## src/rtl/fetch_queue.sv

```systemverilog
// Instruction fetch front end: owns the PC, drives a 1-cycle ROM, queues tagged words for decode.
// Optional FETCH_BYPASS_EN forwards a returning word straight to decode when the queue is empty.
module fetch_queue #(
    parameter int ADDR_W  = 6,
    parameter int INSTR_W = 49,
    parameter int DEPTH   = 4,
    localparam int PW     = $clog2(DEPTH),
    localparam int CW     = PW + 1
) (
    input  logic               clk,
    input  logic               reset,
    input  logic               redirect,
    input  logic [ADDR_W-1:0]  redirect_pc,
    output logic               rom_en,
    output logic [ADDR_W-1:0]  rom_addr,
    input  logic [INSTR_W-1:0] rom_data,
    input  logic               dec_ready,
    output logic               dec_valid,
    output logic [INSTR_W-1:0] dec_instr,
    output logic [ADDR_W-1:0]  dec_pc,
    output logic [CW-1:0]      count
);

    logic [ADDR_W-1:0]  r_pc;
    logic               r_req_v;
    logic [ADDR_W-1:0]  r_req_pc;
    logic [INSTR_W-1:0] r_mem_instr [DEPTH];
    logic [ADDR_W-1:0]  r_mem_pc    [DEPTH];
    logic [PW-1:0]      r_wptr;
    logic [PW-1:0]      r_rptr;
    logic [CW-1:0]      r_count;

    logic [CW:0]        w_occ;
    logic               w_issue;
    logic               w_fifo_v;
    logic               w_byp;
    logic               w_push;
    logic               w_pop;

    // Credit counts the in-flight word but not a same-cycle pop.
    assign w_occ    = {1'b0, r_count} + (CW+1)'(r_req_v);
    assign w_issue  = !reset && !redirect && (w_occ < (CW+1)'(DEPTH));
    assign w_fifo_v = (r_count != '0);

`ifdef FETCH_BYPASS_EN
    assign w_byp = !reset && !redirect && !w_fifo_v && r_req_v;
`else
    assign w_byp = 1'b0;
`endif

    assign w_pop  = w_fifo_v && dec_ready && !redirect && !reset;
    assign w_push = r_req_v && !redirect && !reset
                    && !(w_byp && dec_ready);

    assign rom_en    = w_issue;
    assign rom_addr  = r_pc;
    assign dec_valid = w_fifo_v || w_byp;
    assign count     = r_count;

    always_comb begin
        dec_instr = '0;
        dec_pc    = '0;
        if (w_fifo_v) begin
            dec_instr = r_mem_instr[r_rptr];
            dec_pc    = r_mem_pc[r_rptr];
        end else if (w_byp) begin
            dec_instr = rom_data;
            dec_pc    = r_req_pc;
        end
    end

    always_ff @(posedge clk) begin
        if (reset) begin
            r_pc     <= '0;
            r_req_v  <= 1'b0;
            r_req_pc <= '0;
        end else if (redirect) begin
            r_pc     <= redirect_pc;
            r_req_v  <= 1'b0;
        end else begin
            r_req_v <= w_issue;
            if (w_issue) begin
                r_pc     <= r_pc + ADDR_W'(1);
                r_req_pc <= r_pc;
            end
        end
    end

    always_ff @(posedge clk) begin
        if (w_push) begin
            r_mem_instr[r_wptr] <= rom_data;
            r_mem_pc[r_wptr]    <= r_req_pc;
        end
    end

    always_ff @(posedge clk) begin
        if (reset || redirect) begin
            r_wptr  <= '0;
            r_rptr  <= '0;
            r_count <= '0;
        end else begin
            if (w_push) begin
                r_wptr <= r_wptr + PW'(1);
            end
            if (w_pop) begin
                r_rptr <= r_rptr + PW'(1);
            end
            unique case ({w_push, w_pop})
                2'b10:   r_count <= r_count + CW'(1);
                2'b01:   r_count <= r_count - CW'(1);
                default: r_count <= r_count;
            endcase
        end
    end

endmodule

```

## config.mk

```make
export PLATFORM = sky130hd
export DESIGN_NAME = fetch_queue
export DESIGN_NICKNAME = d
export VERILOG_FILES = /design/src/rtl/fetch_queue.sv
export SDC_FILE = /design/constraint.sdc
export NUM_CORES = 1
export LEC_CHECK = 0
export ABC_AREA = 1
export CELL_PAD_IN_SITES_DETAIL_PLACEMENT = 0
export CELL_PAD_IN_SITES_GLOBAL_PLACEMENT = 2
export CORE_MARGIN = 5
export CORE_UTILIZATION = 40
export DETAILED_ROUTE_END_ITERATION = 10
export PLACE_DENSITY = 0.87
export SLEW_MARGIN = 20
export SYNTH_ARGS = -nofsm -noshare
export SYNTH_HDL_FRONTEND = slang
export SYNTH_SLANG_ARGS = --single-unit
```

## constraint.sdc

```tcl
create_clock -name clk -period 6 [get_ports clk]
set_input_delay 1.2 -clock clk [delete_from_list [all_inputs] [get_ports clk]]
set_output_delay 1.2 -clock clk [all_outputs]
set_load 0.01 [all_outputs]
```

# Word-level counts from Yosys, hierarchy flattened
# Memory sizes are Yosys's and may differ from the RTL's. A register that Yosys moved wholly into a read port is not among the register bits.
# Cells that the tools add are included.
[word_totals]
register_bits = 20
memories = 2
romBits = 0
latchBits = 0
ramBits = 220
inputBits = 59
out_inout_bits = 66
[op_classes]
n_reduce_logical = 15
n_lt_le_gt_ge = 1
div = 0
bitwise = 1
add_sub_neg = 6
mul = 0
n_shift = 0
n_eq_ne = 2
n_mux = 11
[memory_table]
columns = ["name", "depth", "width", "read_ports", "rd_clocked_by_memory_dff", "wr", "line", "text"]
rows = [
  ["r_mem_instr", 4, 49, 1, 1, 1, "27", "logic [INSTR_W-1:0] r_mem_instr [DEPTH];"],
  ["r_mem_pc", 4, 6, 1, 1, 1, "28", "logic [ADDR_W-1:0] r_mem_pc [DEPTH];"],
]
[op_table]
columns = ["cell", "n"]
rows = [
  ["$mux W49", 1],
  ["$mux W6", 3],
  ["$mux W2", 4],
  ["$logic_and A1 B1 Y1", 7],
  ["$add A6 B1 Y6 const B", 1],
  ["$pmux W3 S2", 1],
  ["$add A2 B1 Y2 const B", 2],
  ["$add A3 B1 Y4", 1],
  ["$lt A4 B3 Y1 const B", 1],
  ["$reduce_bool A2 Y1", 2],
  ["$add A3 B1 Y3 const B", 1],
  ["$reduce_bool A3 Y1", 1],
  ["$sub A3 B1 Y3 const B", 1],
  ["$eq A2 B1 Y1 const B", 1],
  ["$eq A2 B2 Y1 const B", 1],
  ["$logic_not A1 Y1", 2],
  ["$mux W1", 2],
  ["$reduce_and A2 Y1", 1],
  ["$reduce_or A2 Y1", 1],
  ["$logic_or A1 B1 Y1", 1],
  ["$not A1 Y1", 1],
]

# Longest topological paths before layout
[logic_depth]
word_depth = 6
depth_mapped = 11
ltp_nobuf = 11

# Worst setup path after synthesis
# Ideal clock, no wire load.
[synth_timing]
kind = "input to register"
from = "input port redirect"
to = "memory r_mem_instr[0][0], enable pin"
t_arrival_ns = 3.926
path_buffers = 1
slack_ns = 1.606
required_ns = 5.532
stages = 4
cell_sequence = "buf_6 nor2_8 nand2_1 nor2_1"
[synth_via]
elab_chain_cells = 5
[synth_rtl]
columns = ["item", "line", "text"]
rows = [
  ["start: declaration", "12", "input logic redirect,"],
  ["$logic_not A1 Y1", "52", "assign w_push = r_req_v && !redirect && !reset"],
  ["$logic_and A1 B1 Y1 (2 in a row)", "52", ""],
  ["$mux W1", "90", "if (w_push) begin"],
  ["$mux W1 (not written as such)", "91", "r_mem_instr[r_wptr] <= rom_data;"],
  ["end: declaration", "27", ""],
]
# Every way passes these cells.

==> qor.txt <==
status: finished clean
Nets: 976
CTS tree: done
synth cell count leaders: nor2_1 (242), edfxtp_1 (220), o21ai_0 (116)
Total Routing Usage GR: 0.1497
placed instance count: 1202
total core area: 0.02354 mm²
FF-to-FF path depth: 11
post-synth top area share: 0.6906
pwr/cell area: 294.6 mW/mm²
Routed Antenna Nets: 0
Final Slew Violations: 0
Total Wirelength: 20.56 mm
die width: 164.7 µm
cts bufs inserted: 25
Fin Hold WS: 0.4962 ns
post-CTS sizing: 0
CTS Root Cell: clkbuf_16
Synth area leader: edfxtp_1
Final Hold Fails: 0
Yosys reg bits: 242
clock sink total: 242
vias per cell: 4.792
vias in the first global route: 5979
CTS clk-pin slew, worst paths: 0.06 ns
crit path capture: dec_instr[1]
worst min path class: reg2reg
Startpoint Class: flop
initial antenna violation count: 1
port buffer count: 124
Post-DP Area: 0.01112 mm²
GP Congestion: 0.7407
Avg Cell Area, Syn: 12.11 µm²
max-cap viol count: 0
Final setup viols: 0
via count: 5981
CP Max Fanout: 70
clock skew: 0.005670 ns
Starting Density: 0.4064
DR pass1 iterations: 4
WP data arrival: 3.04 ns
Die ar.: 0.02711 mm²
r2r setup slk: 3.88 ns
fraction of registers with async set/reset: 0
synth unique cells: 29
layout cells sized above 1: 0.06466
Final min period: 4.244 ns
number of core rows: 56
final std cells w/o fill: 1248
nature of the critical path endpoint: output pin
Syn Inst Count: 790
worst-case vdd ir drop: 0.1704 mV
Post-Syn Area: 0.009567 mm²
f_max: 0.2356 GHz
Post-Syn Nets: 856
worst flop-to-flop path endpoint: count[2]$_SDFFE_PP0P_
first-pass GRT wire length: 31.68 mm
clk buf depth: 3
Ys Warns: 0
Synth area leaders: edfxtp_1 (69%), nor2_1 (9.5%), o21ai_0 (6.1%)
Pleak: 4.057 nW
H-tree depth: 1
Tcrit/Tclk final: 0.7073
Rel. slew slack: 0.3074
most frequent cell after synthesis: nor2_1
final instance area: 0.01194 mm²
EDFF count, synth: 220
Top-Level Pins: 125
DRC viols: 0
Critical Path RT: 4.80 ns
Crit Path Class: reg2out
largest net degree at the start of global routing: 97
FF-to-FF Start: count[1]$_SDFFE_PP0P_
First DRT Iteration DRCs: 333
Area Growth Syn to Fin: 24.84%
Die Ht: 164.7 µm
post-synthesis sequential area ratio: 0.7366
Top FF cell, synth: edfxtp_1
Slew @ Worst Pin: 1.039 ns
gr ovfl total: 0
total setup buffers inserted after CTS: 0
HPWL after DPL: 11.48 mm
setup TNS: 0 ns
routed length per placed instance: 16.47 µm
Worst-Skew Late Latency: 0.50 ns
RSZ-0062 raised after global routing: false
CTS hold repair buffers: 0
-- final cells by class --
type	count	area, µm²
clock inverters	12	155.1
flip-flops and latches	242	7052
fillers	2061	11600
diodes	1	2.502
inverters	25	95.09
well taps	319	399.1
multi-input cells	481	2250
clock buffers	33	665.6
repair buffers	135	1324
-- worst min-delay path by stage --
stage,end,depth (start not counted),from
after floorplan,r_mem_pc[0][0]$_DFFE_PP_,0,r_req_pc[0]$_SDFFE_PP0P_
after global placement,count[0]$_SDFFE_PP0P_,1,count[0]$_SDFFE_PP0P_
after detailed placement,count[0]$_SDFFE_PP0P_,1,count[0]$_SDFFE_PP0P_
after CTS,count[0]$_SDFFE_PP0P_,1,count[0]$_SDFFE_PP0P_
after global routing,r_mem_pc[3][2]$_DFFE_PP_,0,r_req_pc[2]$_SDFFE_PP0P_
final,flop,2,r_rptr[1]$_SDFFE_PP0P_
-- report_power, final --
group | internal (mW) | switching [mW]
logic | 0.0640 | 0.0628
registers | 1.85 | 0.0106
clock network | 0.948 | 0.579
total | 2.87 | 0.653
-- registers in the layout, indices dropped and copies added (netlist names), named ones only --
signal / cells
r_req_v: 1
r_mem_pc: 24
r_req_pc: 6
count: 3
r_wptr: 2
rom_addr: 6
r_rptr: 2
r_mem_instr: 196
-- per-layer routing --
| metal | wire length, µm | GRT usage |
|---|---|---|
| met4 | 412 | 0.03932 |
| met3 | 1305 | 0.03294 |
| met5 | 13 | 0 |
| met1 | 8627 | 0.1834 |
| met2 | 10200 | 0.2680 |
-- cell families (layout without fill, tap and decap cells) --
group	Yosys count	count (layout)	share of synthesized area
other cells	0	1	0
fa+ha+maj	7	7	0.009940
buf+inv	67	205	0.03139
compound gates	186	186	0.09914
xor+xnor	5	5	0.004577
simple gates	283	283	0.1184
flops	242	242	0.7366
-- metrics by stage --
| step | util | power, mW | setup WS [ns] |
|---|---|---|---|
| after floorplan | - | 1.944 | 1.606 |
| after global placement | 0.4723 | 2.027 | 1.803 |
| after detailed placement | 0.4723 | 2.028 | 1.787 |
| after CTS | 0.5071 | 3.556 | 1.696 |
| after global routing | 0.5072 | 3.634 | 1.496 |
| final | 0.5073 | 3.518 | 1.756 |
-- layout by cell type (no fill, tap or decap), drive strengths merged, types with 2 or more instances in the layout --
cell	synthesis	layout
nor2	244	244
edfxtp	220	220
clkdlybuf4s50	0	124
o21ai	119	119
a21oi	63	63
clkbuf	11	33
inv	25	24
dfxtp	22	22
nand2	21	21
nand3	15	15
buf	31	11
clkinv	0	9
ha	6	6
xor2	4	4
bufinv	0	4
a21boi	2	2
nor3	2	2
-- critical path: stages, from the launching register on --
cell             delay (ns)
dfxtp_4                0.44
clkinv_2               0.71
buf_4                  0.50
o21ai_0                0.20
a21oi_1                0.12
clkdlybuf4s50_1        0.53
Note: power is estimated with default switching activity, not from simulation.
